File: src/rtl/multidigit_code_converter.sv
// Multi-digit BCD <-> Excess-3 converter.
// A request captures the whole input word, then one 4-bit digit is converted
// per clock, least-significant digit first. Digits outside the legal range of
// the selected source code pass through unchanged and are flagged in err_mask.
//
// Handshake: start is sampled only while busy=0. The rising edge that samples
// start=1 in IDLE is edge 0. Digit k is converted at edge k+1. done is high for
// exactly one cycle, between edge DIGITS and edge DIGITS+1. dout, err_mask and
// err are valid from that done cycle and hold until the next accepted start.
module multidigit_code_converter #(
  parameter int DIGITS = 4
) (
  input  logic                  clk,
  input  logic                  rst,
  input  logic                  start,
  input  logic                  mode,
  input  logic [4*DIGITS-1:0]   din,
  output logic                  busy,
  output logic                  done,
  output logic [4*DIGITS-1:0]   dout,
  output logic [DIGITS-1:0]     err_mask,
  output logic                  err
);

  localparam int IDX_W = (DIGITS > 1) ? $clog2(DIGITS) : 1;
  localparam logic [IDX_W-1:0] LAST_IDX = IDX_W'(DIGITS - 1);

  typedef enum logic [1:0] {
    IDLE = 2'd0,
    CONV = 2'd1,
    DONE = 2'd2
  } state_t;

  state_t                state_q, state_d;
  logic [IDX_W-1:0]      idx_q, idx_d;
  logic [4*DIGITS-1:0]   din_q, din_d;
  logic                  mode_q, mode_d;
  logic [4*DIGITS-1:0]   dout_q, dout_d;
  logic [DIGITS-1:0]     err_mask_q, err_mask_d;
  logic                  err_q, err_d;

  logic [3:0]            cur_digit;
  logic [3:0]            conv_digit;
  logic                  conv_bad;

  // Convert the digit currently selected by the index in the latched word.
  always_comb begin
    cur_digit  = din_q[4*int'(idx_q) +: 4];
    conv_digit = cur_digit;
    conv_bad   = 1'b0;
    if (!mode_q) begin
      // BCD -> Excess-3: only 0..9 are legal BCD digits.
      if (cur_digit <= 4'd9) begin
        conv_digit = cur_digit + 4'd3;
      end else begin
        conv_bad = 1'b1;
      end
    end else begin
      // Excess-3 -> BCD: only 3..12 are legal Excess-3 digits.
      if (cur_digit >= 4'd3 && cur_digit <= 4'd12) begin
        conv_digit = cur_digit - 4'd3;
      end else begin
        conv_bad = 1'b1;
      end
    end
  end

  // Next-state and datapath update for the IDLE/CONV/DONE sequencer.
  always_comb begin
    state_d    = state_q;
    idx_d      = idx_q;
    din_d      = din_q;
    mode_d     = mode_q;
    dout_d     = dout_q;
    err_mask_d = err_mask_q;
    err_d      = err_q;
    case (state_q)
      IDLE: begin
        if (start) begin
          din_d      = din;
          mode_d     = mode;
          dout_d     = '0;
          err_mask_d = '0;
          err_d      = 1'b0;
          idx_d      = '0;
          state_d    = CONV;
        end
      end
      CONV: begin
        dout_d[4*int'(idx_q) +: 4] = conv_digit;
        err_mask_d[idx_q]          = conv_bad;
        if (idx_q == LAST_IDX) begin
          // err must already be correct in the done cycle, so it is folded
          // from the completed mask on the edge that enters DONE.
          idx_d   = '0;
          err_d   = |err_mask_d;
          state_d = DONE;
        end else begin
          idx_d = idx_q + 1'b1;
        end
      end
      DONE: begin
        err_d   = |err_mask_q;
        state_d = IDLE;
      end
      default: begin
        state_d = IDLE;
      end
    endcase
  end

  // State and datapath registers; reset clears everything without a clock.
  always_ff @(posedge clk or posedge rst) begin
    if (rst) begin
      state_q    <= IDLE;
      idx_q      <= '0;
      din_q      <= '0;
      mode_q     <= 1'b0;
      dout_q     <= '0;
      err_mask_q <= '0;
      err_q      <= 1'b0;
    end else begin
      state_q    <= state_d;
      idx_q      <= idx_d;
      din_q      <= din_d;
      mode_q     <= mode_d;
      dout_q     <= dout_d;
      err_mask_q <= err_mask_d;
      err_q      <= err_d;
    end
  end

  assign busy     = (state_q != IDLE);
  assign done     = (state_q == DONE);
  assign dout     = dout_q;
  assign err_mask = err_mask_q;
  assign err      = err_q;

endmodule

File: config.mk
export PLATFORM = sky130hd
export DESIGN_NAME = multidigit_code_converter
export DESIGN_NICKNAME = d
export VERILOG_FILES = /design/src/rtl/multidigit_code_converter.sv
export SDC_FILE = /design/constraint.sdc
export NUM_CORES = 1
export LEC_CHECK = 0
export BUFFER_PORTS_ARGS = -buffer_cell sky130_fd_sc_hd__buf_2
export CORE_UTILIZATION = 48
export CTS_BUF_LIST = sky130_fd_sc_hd__clkbuf_8
export CTS_CLUSTER_SIZE = 40
export DETAILED_ROUTE_END_ITERATION = 8
export PLACE_DENSITY = 0.74
export SLEW_MARGIN = 20
export SYNTH_ARGS = -nofsm -noshare
export SYNTH_HDL_FRONTEND = slang
export SYNTH_SLANG_ARGS = --single-unit
File: constraint.sdc
create_clock -name clk -period 3.33 [get_ports clk]
set_input_delay 0.8325 -clock clk [delete_from_list [all_inputs] [get_ports clk]]
set_output_delay 0.8325 -clock clk [all_outputs]
set_load 0.05 [all_outputs]
Word level (Yosys, flattened, before mapping)
Cells that the tools add are included.
{"block": "word_totals", "output_inout_bits": 23, "word_cells": 59, "reg_bits": 42, "input_bits": 20}
{"block": "classes", "order_cmp": 5, "shifts": 3, "eq_ne": 5, "mux": 23, "addsub": 4, "n_reduce_logical": 12}
{"op": "$neg A4 Y33", "count": 1}
{"op": "$shift A4 B33 Y16 const A", "count": 1}
{"op": "$shiftx A4 B33 Y16", "count": 1}
{"op": "$pmux W16 S2", "count": 1}
{"op": "$bwmux W16", "count": 1}
{"op": "$mux W16", "count": 1}
{"op": "$mux W4", "count": 4}
{"op": "$shiftx A16 B5 Y4", "count": 1}
{"op": "$le A4 B4 Y1 const B", "count": 2}
{"op": "$mux W2", "count": 4}
{"op": "$pmux W2 S2", "count": 2}
{"op": "$pmux W4 S2", "count": 1}
{"op": "$reduce_or A4 Y1", "count": 2}
{"op": "$mux W1", "count": 6}
{"op": "$reduce_and A2 Y1", "count": 3}
{"op": "$add A4 B2 Y4 const B", "count": 1}
{"op": "$bwmux W4", "count": 1}
{"op": "$eq A2 B2 Y1 const B", "count": 2}
{"op": "$ge A4 B2 Y1 const B", "count": 1}
{"op": "$ne A2 B2 Y1 const B", "count": 2}
{"op": "$reduce_bool A2 Y1", "count": 2}
{"op": "$sub A4 B2 Y4 const B", "count": 1}
{"op": "$lt A2 B3 Y1 const B", "count": 1}
{"op": "$pmux W1 S3", "count": 1}
{"op": "8 further kinds", "count": 9}

Depth between registers and ports, before layout
{"block": "logic_depth", "ltp_word": 9, "mapped_depth": 11, "depth_no_buf": 8}

Worst setup path after synthesis
OpenSTA, ideal clock, no wires.
{"block": "synth_timing", "path_type": "reg2reg", "start": "register idx_q[0]", "end": "register dout_q[0], in the netlist dout[0]", "period_less_slack_ns": 2.716, "n_path_buf": 3, "required_ns": 3.261, "stages_incl_launch_ff": 12, "setup_ns": 0.069, "arrival_ns": 2.647, "slack_ns": 0.614, "path_cell_list": "dfrtp_1 -> buf_6 -> mux4_2 -> clkbuf_1 -> inv_1 -> ha_1 -> nor2b_1 -> a22oi_1 -> a21oi_2 -> buf_6 -> or4_1 -> nand3_1"}
{"block": "synth_between", "elab_chain_len": 8, "word_cells_on_any_way": 15, "cone_classes": "add/sub: 3; order compare: 3; shift: 3; mux: 5; reduce/logical: 1"}
{"item": "start: declaration", "line_no": "35", "text": "logic [IDX_W-1:0] idx_q, idx_d;"}
{"item": "start signal: assignment", "line_no": "124", "text": "idx_q <= idx_d;"}
{"item": "$shiftx A16 B5 Y4", "line_no": "48", "text": "cur_digit = din_q[4*int'(idx_q) +: 4];"}
{"item": "$ge A4 B2 Y1 or $le A4 B4 Y1 (tied branches)", "line_no": "60", "text": "if (cur_digit >= 4'd3 && cur_digit <= 4'd12) begin"}
{"item": "$logic_and A1 B1 Y1", "line_no": "60"}
{"item": "$mux W4", "line_no": "60"}
{"item": "$mux W4", "line_no": "51", "text": "if (!mode_q) begin"}
{"item": "$shiftx A4 B33 Y16", "line_no": "90", "text": "dout_d[4*int'(idx_q) +: 4] = conv_digit;"}
{"item": "$bwmux W16 *", "line_no": "90"}
{"item": "$pmux W16 S2 *", "line_no": "77", "text": "case (state_q)"}
{"item": "end signal: assignment", "line_no": "127", "text": "dout_q <= dout_d;"}
{"item": "end: declaration", "line_no": "38", "text": "logic [4*DIGITS-1:0] dout_q, dout_d;"}
Mark *: on every way between the ends. The rest lies on a longest branch, timed or not.
A chain may end at the register's enable or synchronous reset.

Final worst setup path
{"block": "layout_timing", "start": "register idx_q[0]", "end": "register dout_q[4], in the netlist dout[4]"}
Same word-level chain as after synthesis.

==> run_results.csv <==
group,metric,value,unit
run_status,outcome,"complete, no violations",
power_and_ir_drop,worst_ir_drop_vdd,0.0004807,V
clock_tree,clockBufferDepth,2,
timing,setup_viol_count_final,0,
critical_path,cp_cell_sequence,"mux4_2, inv_1, ha_1, nor2b_1, a22oi_1, a21oi_2, or4_1, o211ai_1",
cells_and_area,area_delta_synth_final,16.62,%
clock_tree,insertion_delay,310,ps
timing,fin_skew,8.802,ps
placed_design,port_buffers,42,
die,core,0.004723,mm²
yosys,synth.avg_cell_area,10.17,µm²
worst_hold_path,min_from,"dout[5]",
timing,finalHoldWorstSlack,479.4,ps
power_and_ir_drop,p_per_area,1106,mW/mm²
timing,final_max_slew_viol_count,0,
drt,remaining_drc_errors,0,
die,num_rows,25,
cells_and_area,final_cell_mix,"dfrtp_1, buf_2, nand2_1",
worst_hold_path,hold_depth,2,
critical_path,worstPathRequired,3550,ps
clock_tree,clk_pin_slew,80,ps
drt,drt_iter0_drc,98,
placed_design,placed_cell_area,0.002601,mm²
drt,drt_wl_total,5040,µm
critical_path,cp_max_fo,12,
cells_and_area,fin_nets,305,
timing,rsz0062_at_grt,"no",
critical_path,reg2reg_depth,8,
timing,setup_slack,321.6,ps
clock_tree,cts_tree,"built",
placed_design,pre_cts_ws,367.2,ps
critical_path,cp_slowest_cell,"mux4_2",
clock_tree,hold_buffers,0,
drt,ant_nets,0,
global_routing,first_global_vias,1813,
cells_and_area,final_cell_area,0.002739,mm²
global_routing,grt_antenna_before_repair,0,
critical_path,startpoint,"idx_q[0]",
yosys,ys.warnings.count,0,
global_routing,grt_pass1_wl,8349,µm
yosys,yosysTopAreaCell,"dfrtp_1",
timing,tns,0,ps
yosys,syn_area,0.002349,mm²
critical_path,reg2reg_slack,320,ps
yosys,synthFlopType,"dfrtp_1",
yosys,synthArstFlopShare,1.000,
cells_and_area,fin_util,0.5799,
yosys,synth_cell_types,41,
drt,wl_per_cell,14.82,µm
clock_tree,numCtsBuffers,5,
worst_hold_path,hp-class,"reg2reg",
placed_design,place_congestion,0.9794,
critical_path,critPathCaptureType,"register",
timing,fin_crit_sh,0.9034,
yosys,synth_cells,231,
cells_and_area,antenna_cells,0,
clock_tree,post_cts_buffers,0,
cells_and_area,final.fill_count,408,
global_routing,grt_max_degree,25,
timing,worst_pin_slew,887.6,ps
yosys,ys_ff_latch,42,
clock_tree,cts_max_level,2,
job,maxCapViolations,0,
yosys,synthTopCellsByArea,"dfrtp_1, mux2_2, ha_1, o21ai_0, nand2_1",
die,die_area,0.005176,mm²
clock_tree,cts_resized,0,
cells_and_area,drive_gt1_frac,0.2930,
placed_design,dp_hpwl,3761,µm
yosys,syn-num-nets,264,
die,fp.dieW,71.95,µm
die,start_util,0.4972,
critical_path,critPathArrivalTime,3230,ps
yosys,synth_edf_count,0,
power_and_ir_drop,leakage,0.001291,µW
die,dieHeight,71.95,µm
critical_path,worstSetupPathType,"reg2reg",
clock_tree,cts.sinks,42,
timing,slew-limit-headroom,0.4076,
critical_path,r2r_start,"idx_q[0]",
drt,dr_total_vias,1875,
timing,timing.final.hold_violations,0,
critical_path,crit_path_max_incr_delay,700,ps
clock_tree,cts_root_buf,"clkbuf_8",
timing,finalCriticalPeriod,3008,ps
yosys,yosysSeqAreaShare,0.4475,
global_routing,grtUsageTotal,0.2110,
global_routing,gr-total-overflow,0,
die,io_pins,43,
yosys,synth.top_cell.area_share,0.4475,
drt,first_pass_iters,4,
drt,avgViaCountPerCell,5.515,
critical_path,critPathLaunchType,"register",
timing,max_freq,332.4,MHz
-- cells in the mapped netlist, drive strengths merged, types with 2 or more instances --
library cell  count
ha               13
nand2b            6
and2              2
nand3             6
clkbuf            5
or4               5
inv              13
o21ai            23
o2111ai           2
nor2             14
nor3b             3
nor3              4
o221ai            2
nand4             2
nor2b             2
a21oi             8
mux2             20
buf               5
o31ai             2
nor4              2
nand2            26
o211ai            6
dfrtp            42
mux4              4
-- routing by layer --
layer	part of all wire	wire (µm)	vias up	GRT usage
met5	0	0	-	0
met4	0.018	90	0	0.08715
met3	0.034	172	9	0.04861
met2	0.47	2388	43	0.3333
met1	0.47	2389	912	0.2823
li1	-	-	911	-
-- cell families after synthesis --
| kind of cell | after synthesis | share of synthesized area |
|---|---|---|
| flops | 42 | 0.4475 |
| buf+inv | 24 | 0.04634 |
| simple gates | 76 | 0.1609 |
| fa+ha+maj | 13 | 0.06926 |
| mux | 25 | 0.1385 |
| compound gates | 51 | 0.1375 |
-- path summary, 6_finish.rpt --
| path | endpoint |
|---|---|
| worst min-delay path | dout[5] |
| worst max register to register | dout[4] |
| worst min register to register | dout[5] |
| worst max-delay path | dout[4] |
| min in group asynchronous | err |
| max in group asynchronous | din_q[8] |
-- worst max-delay path: cells and delay by family (launching register included) --
family,cells,cell delay (ps)
mux,1,700
flops,1,670
simple gates,2,600
compound gates,3,570
fa+ha+maj,1,240
buf+inv,1,140
-- layout make-up --
cell class / count / area [µm²] / share of cell area
multi-input cells: 165 / 1189 / 0.4340
flip-flops and latches: 42 / 1051 / 0.3837
repair buffers: 44 / 225.2 / 0.08223
well taps: 67 / 83.83 / 0.03061
clock buffers: 5 / 68.82 / 0.02513
clock inverters: 3 / 68.82 / 0.02513
inverters: 14 / 52.55 / 0.01919
-- sequential cells by signal, indices dropped and copies added (netlist names) --
signal / count
state_q: 2
din_q: 16
err: 1
mode_q: 1
err_mask: 4
idx_q: 2
dout: 16
-- through the flow --
| stage | std cells | power, µW |
|---|---|---|
| floorplan | 231 | 2188 |
| global placement | 332 | 2488 |
| detailed placement | 332 | 2519 |
| CTS | 340 | 3025 |
| global route | 340 | 3249 |
| finish | 340 | 3028 |
-- power breakdown --
part / switching (µW) / internal [µW] / total (µW)
clock network: 190 / 300 / 490
registers: 150 / 680 / 831
logic: 1090 / 614 / 1710
total: 1430 / 1590 / 3030
Note: power is estimated with default switching activity, not from simulation.
